## config.mk

```make
export PLATFORM = sky130hd
export DESIGN_NAME = pmem_multi_arbiter
export DESIGN_NICKNAME = d
export VERILOG_FILES = /design/src/rtl/pmem_multi_arbiter_pkg.sv /design/src/rtl/pmem_multi_arbiter_picker.sv /design/src/rtl/pmem_multi_arbiter.sv
export SDC_FILE = /design/constraint.sdc
export NUM_CORES = 1
export LEC_CHECK = 0
export BUFFER_PORTS_ARGS = -buffer_cell sky130_fd_sc_hd__buf_2
export CORE_AREA = 4 4 647 649
export CTS_CLUSTER_DIAMETER = 200
export DETAILED_ROUTE_END_ITERATION = 7
export DIE_AREA = 0 0 651 653
export PLACE_DENSITY = 0.3
export REMOVE_ABC_BUFFERS = 1
export SKIP_CTS_REPAIR_TIMING = 1
export SYNTH_ARGS = -nofsm -noshare
export SYNTH_HDL_FRONTEND = slang
export SYNTH_SLANG_ARGS = --single-unit
```

## constraint.sdc

```tcl
create_clock -name clk -period 3.48 [get_ports clk]
set_input_delay 0.696 -clock clk [delete_from_list [all_inputs] [get_ports clk]]
set_output_delay 0.696 -clock clk [all_outputs]
set_load 0.005 [all_outputs]
```

## src/rtl/pmem_multi_arbiter_pkg.sv

```systemverilog
// Shared types for the multi-requester pmem arbiter: FSM states,
// grant policy encodings and the transaction type bit.
package pmem_arb_types;

  typedef enum logic [2:0] {
    ST_IDLE   = 3'd0,
    ST_LATCH  = 3'd1,
    ST_READ   = 3'd2,
    ST_WRITE  = 3'd3,
    ST_FINISH = 3'd4
  } state_e;

  localparam int POL_FIXED = 0;
  localparam int POL_RR    = 1;

  localparam logic TYPE_READ  = 1'b0;
  localparam logic TYPE_WRITE = 1'b1;

endpackage

```

## src/rtl/pmem_multi_arbiter_picker.sv

```systemverilog
// Combinational grant selection. Fixed policy picks the lowest valid index.
// Round robin picks the lowest valid index at or above the pointer, falling
// back to the lowest valid index overall, which is the modulo wrap.
module arb_picker
  import pmem_arb_types::*;
#(
  parameter int NUM_REQ = 3,
  parameter int POLICY  = POL_RR,
  parameter int IDX_W   = $clog2(NUM_REQ)
) (
  input  logic [NUM_REQ-1:0] valid_i,
  input  logic [IDX_W-1:0]   ptr_i,
  output logic [IDX_W-1:0]   grant_o,
  output logic               found_o
);

  logic [NUM_REQ-1:0] hi_mask;
  logic [NUM_REQ-1:0] hi_valid;
  logic [NUM_REQ-1:0] pick_vec;

  // Requesters whose index is at or above the round-robin pointer
  for (genvar gi = 0; gi < NUM_REQ; gi++) begin : g_mask
    assign hi_mask[gi] = (IDX_W'(gi) >= ptr_i);
  end

  assign hi_valid = valid_i & hi_mask;
  assign found_o  = |valid_i;

  // Lowest set bit of the candidate vector is the winner
  always_comb begin
    pick_vec = valid_i;
    if (POLICY == POL_RR && (|hi_valid)) begin
      pick_vec = hi_valid;
    end
    grant_o = '0;
    for (int k = NUM_REQ - 1; k >= 0; k--) begin
      if (pick_vec[k]) begin
        grant_o = IDX_W'(k);
      end
    end
  end

endmodule

```

## src/rtl/pmem_multi_arbiter.sv

```systemverilog
// Arbitrates NUM_REQ line-granular requesters onto a single pmem port with
// one transaction outstanding. Optional read coalescing answers every other
// pending read to the same line when a read completes.
module pmem_multi_arbiter
  import pmem_arb_types::*;
#(
  parameter int NUM_REQ  = 3,
  parameter int ADDR_W   = 32,
  parameter int LINE_W   = 256,
  parameter int POLICY   = POL_RR,
  parameter int COALESCE = 1,
  localparam int IDX_W   = $clog2(NUM_REQ)
) (
  input  logic                      clk,
  input  logic                      reset,
  input  logic [NUM_REQ-1:0]        req_read,
  input  logic [NUM_REQ-1:0]        req_write,
  input  logic [NUM_REQ*ADDR_W-1:0] req_addr,
  input  logic [NUM_REQ*LINE_W-1:0] req_wdata,
  output logic [LINE_W-1:0]         req_rdata,
  output logic [NUM_REQ-1:0]        req_resp,
  output logic [IDX_W-1:0]          grant_id,
  output logic                      busy,
  output logic                      pmem_read,
  output logic                      pmem_write,
  output logic [ADDR_W-1:0]         pmem_address,
  output logic [LINE_W-1:0]         pmem_wdata,
  input  logic                      pmem_resp,
  input  logic [LINE_W-1:0]         pmem_rdata
);

  state_e             state_q;
  logic [IDX_W-1:0]   ptr_q;
  logic [IDX_W-1:0]   grant_q;
  logic [ADDR_W-1:0]  addr_q;
  logic [LINE_W-1:0]  wdata_q;
  logic               type_q;
  logic [LINE_W-1:0]  rdata_q;
  logic               pmem_read_q;
  logic               pmem_write_q;

  logic [ADDR_W-1:0]  addr_slice  [NUM_REQ];
  logic [LINE_W-1:0]  wdata_slice [NUM_REQ];
  logic [NUM_REQ-1:0] owner_hot;
  logic [NUM_REQ-1:0] coal_hit;
  logic [NUM_REQ-1:0] valid;
  logic [IDX_W-1:0]   pick_grant;
  logic               pick_found;
  logic [IDX_W-1:0]   ptr_d;
  logic               owner_writes;

  // Unpack per-requester slices and the owner/coalesce match vectors
  for (genvar gi = 0; gi < NUM_REQ; gi++) begin : g_slice
    assign addr_slice[gi]  = req_addr[gi*ADDR_W +: ADDR_W];
    assign wdata_slice[gi] = req_wdata[gi*LINE_W +: LINE_W];
    assign owner_hot[gi]   = (grant_q == IDX_W'(gi));
    // Reads-only requesters on the same line as the owner, excluding the owner
    assign coal_hit[gi]    = req_read[gi] & ~req_write[gi] &
                             (addr_slice[gi] == addr_q) & ~owner_hot[gi];
  end

  assign valid        = req_read | req_write;
  // A requester raising both strobes is served as a write
  assign owner_writes = |(req_write & owner_hot);
  assign ptr_d        = (grant_q == IDX_W'(NUM_REQ - 1)) ? '0 : grant_q + 1'b1;

  arb_picker #(
    .NUM_REQ (NUM_REQ),
    .POLICY  (POLICY),
    .IDX_W   (IDX_W)
  ) u_picker (
    .valid_i (valid),
    .ptr_i   (ptr_q),
    .grant_o (pick_grant),
    .found_o (pick_found)
  );

  // Transaction sequencer: arbitrate, latch the owner's request, run pmem, respond
  always_ff @(posedge clk) begin
    if (reset) begin
      state_q      <= ST_IDLE;
      ptr_q        <= '0;
      grant_q      <= '0;
      addr_q       <= '0;
      wdata_q      <= '0;
      type_q       <= TYPE_READ;
      rdata_q      <= '0;
      pmem_read_q  <= 1'b0;
      pmem_write_q <= 1'b0;
    end else begin
      case (state_q)
        ST_IDLE: begin
          if (pick_found) begin
            grant_q <= pick_grant;
            state_q <= ST_LATCH;
          end
        end
        ST_LATCH: begin
          addr_q <= addr_slice[grant_q];
          ptr_q  <= ptr_d;
          if (owner_writes) begin
            wdata_q      <= wdata_slice[grant_q];
            type_q       <= TYPE_WRITE;
            pmem_write_q <= 1'b1;
            state_q      <= ST_WRITE;
          end else begin
            type_q      <= TYPE_READ;
            pmem_read_q <= 1'b1;
            state_q     <= ST_READ;
          end
        end
        ST_READ: begin
          if (pmem_resp) begin
            rdata_q     <= pmem_rdata;
            pmem_read_q <= 1'b0;
            state_q     <= ST_FINISH;
          end
        end
        ST_WRITE: begin
          if (pmem_resp) begin
            pmem_write_q <= 1'b0;
            state_q      <= ST_FINISH;
          end
        end
        ST_FINISH: begin
          state_q <= ST_IDLE;
        end
        default: begin
          state_q <= ST_IDLE;
        end
      endcase
    end
  end

  // Completion pulses: owner always, plus coalesced readers on a read
  always_comb begin
    req_resp = '0;
    if (state_q == ST_FINISH) begin
      req_resp = owner_hot;
      if (COALESCE != 0 && type_q == TYPE_READ) begin
        req_resp = owner_hot | coal_hit;
      end
    end
  end

  assign req_rdata    = rdata_q;
  assign grant_id     = grant_q;
  assign busy         = (state_q != ST_IDLE);
  assign pmem_read    = pmem_read_q;
  assign pmem_write   = pmem_write_q;
  assign pmem_address = addr_q;
  assign pmem_wdata   = wdata_q;

endmodule

```

==> Word level (Yosys, flattened, before mapping) <==
Index checks and enable logic that the tools add are counted.
{ "totals": {"reg_bits": 554, "in_bits": 1129, "out_inout_bits": 552, "wordCells": 87} }
{ "op_classes": {"n_addsub": 1, "n_lt_le_gt_ge": 4, "eq_ne": 15, "n_mux": 23, "bitwise_logic": 20, "reduce_logical": 15} }
{ "ops": {"columns": ["operator", "count"], "rows": [
  ["256-bit binary-select mux with 2-bit select", 1],
  ["256-bit two-way mux", 2],
  ["32-bit == test", 3],
  ["32-bit binary-select mux with 2-bit select", 1],
  ["32-bit two-way mux", 2],
  ["3-bit two-way mux", 5],
  ["2-bit inequality test (second input constant)", 5],
  ["1-bit bitwise AND", 9],
  ["3-bit case mux with 3 select lines", 1],
  ["3-bit OR reduction", 3],
  ["2-bit two-way mux", 4],
  ["2-bit AND reduction", 4],
  ["3-bit bitwise AND", 2],
  ["3-bit by 2-bit == test with 1-bit output (second input constant)", 2],
  ["1-bit inverter", 6],
  ["3-bit OR", 2],
  ["3-bit AND reduction", 2],
  ["1-bit two-way mux", 5],
  ["1-bit by 2-bit >= comparator with 1-bit output (first input constant)", 2],
  ["1-bit case mux with 2 select lines", 2],
  ["2-bit nonzero test", 2],
  ["3-bit by 1-bit == test with 1-bit output (second input constant)", 1],
  ["3-bit == test (second input constant)", 1],
  ["3-bit >= comparator (second input constant)", 1],
  ["10 further kinds", 10]
]} }

==> Depth between registers and ports, before layout <==
{ "depth": {"ltp_word": 7, "mapped_depth": 9} }

==> Cells and area by module <==
A second synthesis with hierarchy kept.
{ "unflattened": {"hier_cells": 3236, "area_unflattened_um2": 26090.0} }
{ "by_module_without_submodules": {"columns": ["module", "n_inst", "cells_each", "area_each_um2"], "rows": [
  ["pmem_multi_arbiter", 1, 3228, 26038.7],
  ["arb_picker", 1, 8, 51.3]
]} }

==> Least setup slack after synthesis <==
Ideal clock, no wire load.
{ "synth_timing": {"kind": "flip-flop to output port", "start": "register grant_q[1], in the netlist grant_id[1]", "end": "output req_resp[2]", "t_arrival_ns": 1.479, "required_ns": 2.784, "slack_ns": 1.305, "stages_incl_launch_ff": 8, "cell_sequence": "dfxtp_1 > clkbuf_2 > nor2b_1 > buf_4 > clkbuf_1 > buf_2 > nand2_1 > o21ai_0"} }
{ "synth_via": {"elab_chain_len": 6} }
{ "synth_lines": {"columns": ["item", "line_no", "source"], "rows": [
  ["start: declaration", "pmem_multi_arbiter.sv:34", "logic [IDX_W-1:0] grant_q;"],
  ["start signal: assignment", "pmem_multi_arbiter.sv:94", "grant_q <= pick_grant;"],
  ["2-bit == test *", "pmem_multi_arbiter.sv:56", "assign owner_hot[gi] = (grant_q == IDX_W'(gi));"],
  ["1-bit inverter", "pmem_multi_arbiter.sv:59", "(addr_slice[gi] == addr_q) & ~owner_hot[gi];"],
  ["1-bit bitwise AND", "pmem_multi_arbiter.sv:59", null],
  ["3-bit OR", "pmem_multi_arbiter.sv:141", "req_resp = owner_hot | coal_hit;"],
  ["3-bit two-way mux *", "pmem_multi_arbiter.sv:140", "if (COALESCE != 0 && type_q == TYPE_READ) begin"],
  ["3-bit two-way mux *", "pmem_multi_arbiter.sv:138", "if (state_q == ST_FINISH) begin"],
  ["end: declaration", "pmem_multi_arbiter.sv:21", "output logic [NUM_REQ-1:0] req_resp,"]
]} }
Every way passes the cells marked *; elsewhere a longest branch is shown, timed or not.

==> Final worst setup path <==
{ "layout_timing": {"start": "register addr_q[17], in the netlist pmem_address[17]", "end": "output req_resp[2]"} }
{ "layout_via": {"elab_chain_len": 6} }
{ "layout_lines": {"columns": ["item", "line_no", "source"], "rows": [
  ["start: declaration", "pmem_multi_arbiter.sv:35", "logic [ADDR_W-1:0] addr_q;"],
  ["start signal: assignment", "pmem_multi_arbiter.sv:99", "addr_q <= addr_slice[grant_q];"],
  ["32-bit == test", "pmem_multi_arbiter.sv:59", null],
  ["1-bit bitwise AND", "pmem_multi_arbiter.sv:58", "assign coal_hit[gi] = req_read[gi] & ~req_write[gi] &"],
  ["1-bit bitwise AND", "pmem_multi_arbiter.sv:59", null],
  ["3-bit OR", "pmem_multi_arbiter.sv:141", null],
  ["3-bit two-way mux", "pmem_multi_arbiter.sv:140", null],
  ["3-bit two-way mux", "pmem_multi_arbiter.sv:138", null]
]} }
Every way passes these cells.

==> results_dict.tcl <==
set metrics [dict create \
    num_vias 33669 \
    ir_drop_uv 378 \
    crit_path_max_incr_delay_ns 0.36 \
    clock_path_buffers 4 \
    share_comb_of_total_power_pct 29.8 \
    fmax_mhz 260 \
    area_growth_pct 69.7 \
    p_sw_w 0.00925 \
    grt_setup_unrepaired "true" \
    grt_overflow 0 \
    hold_path_class "in2reg" \
    clock_latency_ns 0.82 \
    p_int_w 0.0154 \
    p_clk_share_pct 39.3 \
    ys.flop_type "dfxtp_1" \
    clkTransAtPathRegs_ns 0.06 \
    maxCapViolations 0 \
    final.fill_count 48096 \
    portBuffers 1680 \
    grt_pass1_vias 32315 \
    die_w_um 651 \
    nets 5994 \
    worst_setup_path_end_kind "primary output" \
    fin_crit_sh_pct 111 \
    p_per_area_mw_per_mm2 529 \
    dp_hpwl_um 305000 \
    ys_types 34 \
    outcome "finished with violations" \
    ant_nets 0 \
    numCtsBuffers 89 \
    routed_wirelength_um 346000 \
    synthesis.area_mm2 0.0275 \
    seq_area_mm2 0.0111 \
    drc 0 \
    violations "negative setup slack" \
    crit_path_top_delay_cell "nor4_4" \
    wire_per_inst_um 32.8 \
    core_area_mm2 0.413 \
    drv_slew 0 \
    required_ns 2.78 \
    switching_share_pct 37.5 \
    seqPwrFrac_pct 31.0 \
    p_leak_nw 17.8 \
    crit_arrival_ns 3.15 \
    multi_input_area_mm2 0.0154 \
    drive_gt1_share_pct 48.1 \
    postLayoutCoreUtil_pct 11.3 \
    cts_tree "built" \
    numClockSinks 554 \
    slew_headroom_pct 22.0 \
    grt_max_degree 113 \
    avgSynthCellArea_um2 8.49 \
    initial_core_util_pct 6.66 \
    synth_cells 3234 \
    layout_commonest_cell "buf_2" \
    min_period_ns 3.85 \
    path_cells "xnor2_4 > buf_6 > nand4_1 > buf_6 > nor4_4 > buf_4 > nand4_1 > o21ai_1 > buf_2" \
    ys_ff_latch 554 \
    dp_slack_ns -1.23 \
    drtPass1Iterations 5 \
    synth_edf_count 0 \
    timing.hold.ws_ns 0.105 \
    gp_congestion 0.940 \
    crit_fanout 2 \
    drt_iter0_drc 2590 \
    fin_ws_ns -0.366 \
    h-tree-depth 3 \
    die_h_um 653 \
    grt_pass1_wl_um 418000 \
    antenna_found_initial 429 \
    dieArea_mm2 0.425 \
    grtUsageTotal_pct 15.5 \
    rows 236 \
    max_slew.worst_pin.slew_ns 1.17 \
    ys_warn_count 0 \
    ios 1681 \
    layout_common_cells "buf_2 (1,679), nor2_1 (584), dfxtp_1 (541)" \
    fin_skew_ns 0.0465 \
    finalSetupViolations 3 \
    synth-async-reset-ratio_pct 0 \
    crit_path_start_kind "flip-flop" \
    root_buffer "clkbuf_16" \
    finalHoldViolations 0 \
    yosysSeqAreaShare_pct 40.4 \
    tns_ns -0.779 \
    vias_per_cell 3.19 \
    path_class "reg2out" \
]
sequential cells by signal (all words and copies together) (netlist names):
name          count
pmem_write        1
state_q           3
pmem_wdata      256
type_q            1
grant_id          2
pmem_read         1
req_rdata       256
pmem_address     32
ptr_q             2
synthesized netlist by cell type (13+ instances only):
cell type | n | area share [%]
mux2i_1 | 289 | 11
nor2_1 | 585 | 8.0
nand4_1 | 15 | 0.34
a21oi_1 | 263 | 4.8
nand2_1 | 521 | 7.1
clkbuf_1 | 164 | 2.2
xnor2_1 | 48 | 1.5
a211oi_1 | 120 | 3.3
buf_2 | 76 | 1.4
nor4_1 | 13 | 0.30
a211oi_2 | 170 | 7.7
nor3_1 | 93 | 1.7
buf_4 | 31 | 0.85
xor2_1 | 48 | 1.5
nor3_2 | 200 | 7.3
dfxtp_1 | 554 | 40
metrics by stage:
step | instance area [µm²] | cells | total power (W)
2_1_floorplan | 26200 | 2952 | 0.0112
3_3_place_gp | 43000 | 10246 | 0.0153
3_5_place_dp | 43000 | 10246 | 0.0152
4_1_cts | 46000 | 10406 | 0.0253
5_1_grt | 46300 | 10430 | 0.0259
6_report | 46600 | 10549 | 0.0247
worst paths after layout:
check	start	cells after the start	slack (ns)	end
setup / recovery	pmem_address[17]	9	-0.37	req_resp[2]
hold / removal	pmem_rdata[48]	3	0.10	req_rdata[48]
setup reg to reg	grant_id[0]	6	0.78	pmem_wdata[56]
hold reg to reg	req_rdata[50]	2	0.45	req_rdata[50]
power by group through the flow:
stage / combinational, W / sequential [W] / clock (W)
global placement: 0.00752 / 0.00773 / 0
detailed placement: 0.00750 / 0.00774 / 0
finish: 0.00734 / 0.00763 / 0.00969
global route: 0.00794 / 0.00771 / 0.0103
CTS: 0.00753 / 0.00761 / 0.0101
floorplan: 0.00338 / 0.00783 / 0
metal layers:
| metal | GRT usage [%] | routed length, µm | vias up |
|---|---|---|---|
| met2 | 23.6 | 147000 | 2127 |
| met4 | 2.83 | 9090 | 158 |
| met3 | 11.0 | 52700 | 780 |
| li1 | - | - | 14549 |
| met5 | 0 | 1070 | - |
| met1 | 17.7 | 136000 | 16055 |
area by class of cell:
cell class              count  share of cell area, %
clock buffers             133                   5.61
multi-input cells        2396                   33.0
inverters                   2                 0.0161
flip-flops and latches    554                   23.8
diodes                    141                  0.757
repair buffers           1822                   21.2
well taps                5474                   14.7
clock inverters            27                  0.891
cell families after synthesis:
kind of cell / after synthesis / share of synthesized area (%)
buffers and inverters: 284 / 4.71
AO/OA/AOI/OAI: 565 / 16.1
flip-flops: 554 / 40.4
XOR/XNOR: 96 / 3.06
AND/OR/NAND/NOR: 1446 / 25.2
multiplexers: 289 / 10.5
critical path, delay by kind of cell, from the launching register on:
kind | cells | cell delay [ns]
buffers and inverters | 4 | 0.74
AOI/OAI and AO/OA | 1 | 0.21
and+or+nand+nor | 3 | 0.71
DFF | 1 | 0.34
xor gates and xnor gates | 1 | 0.33
(Power assumes the default switching activity.)
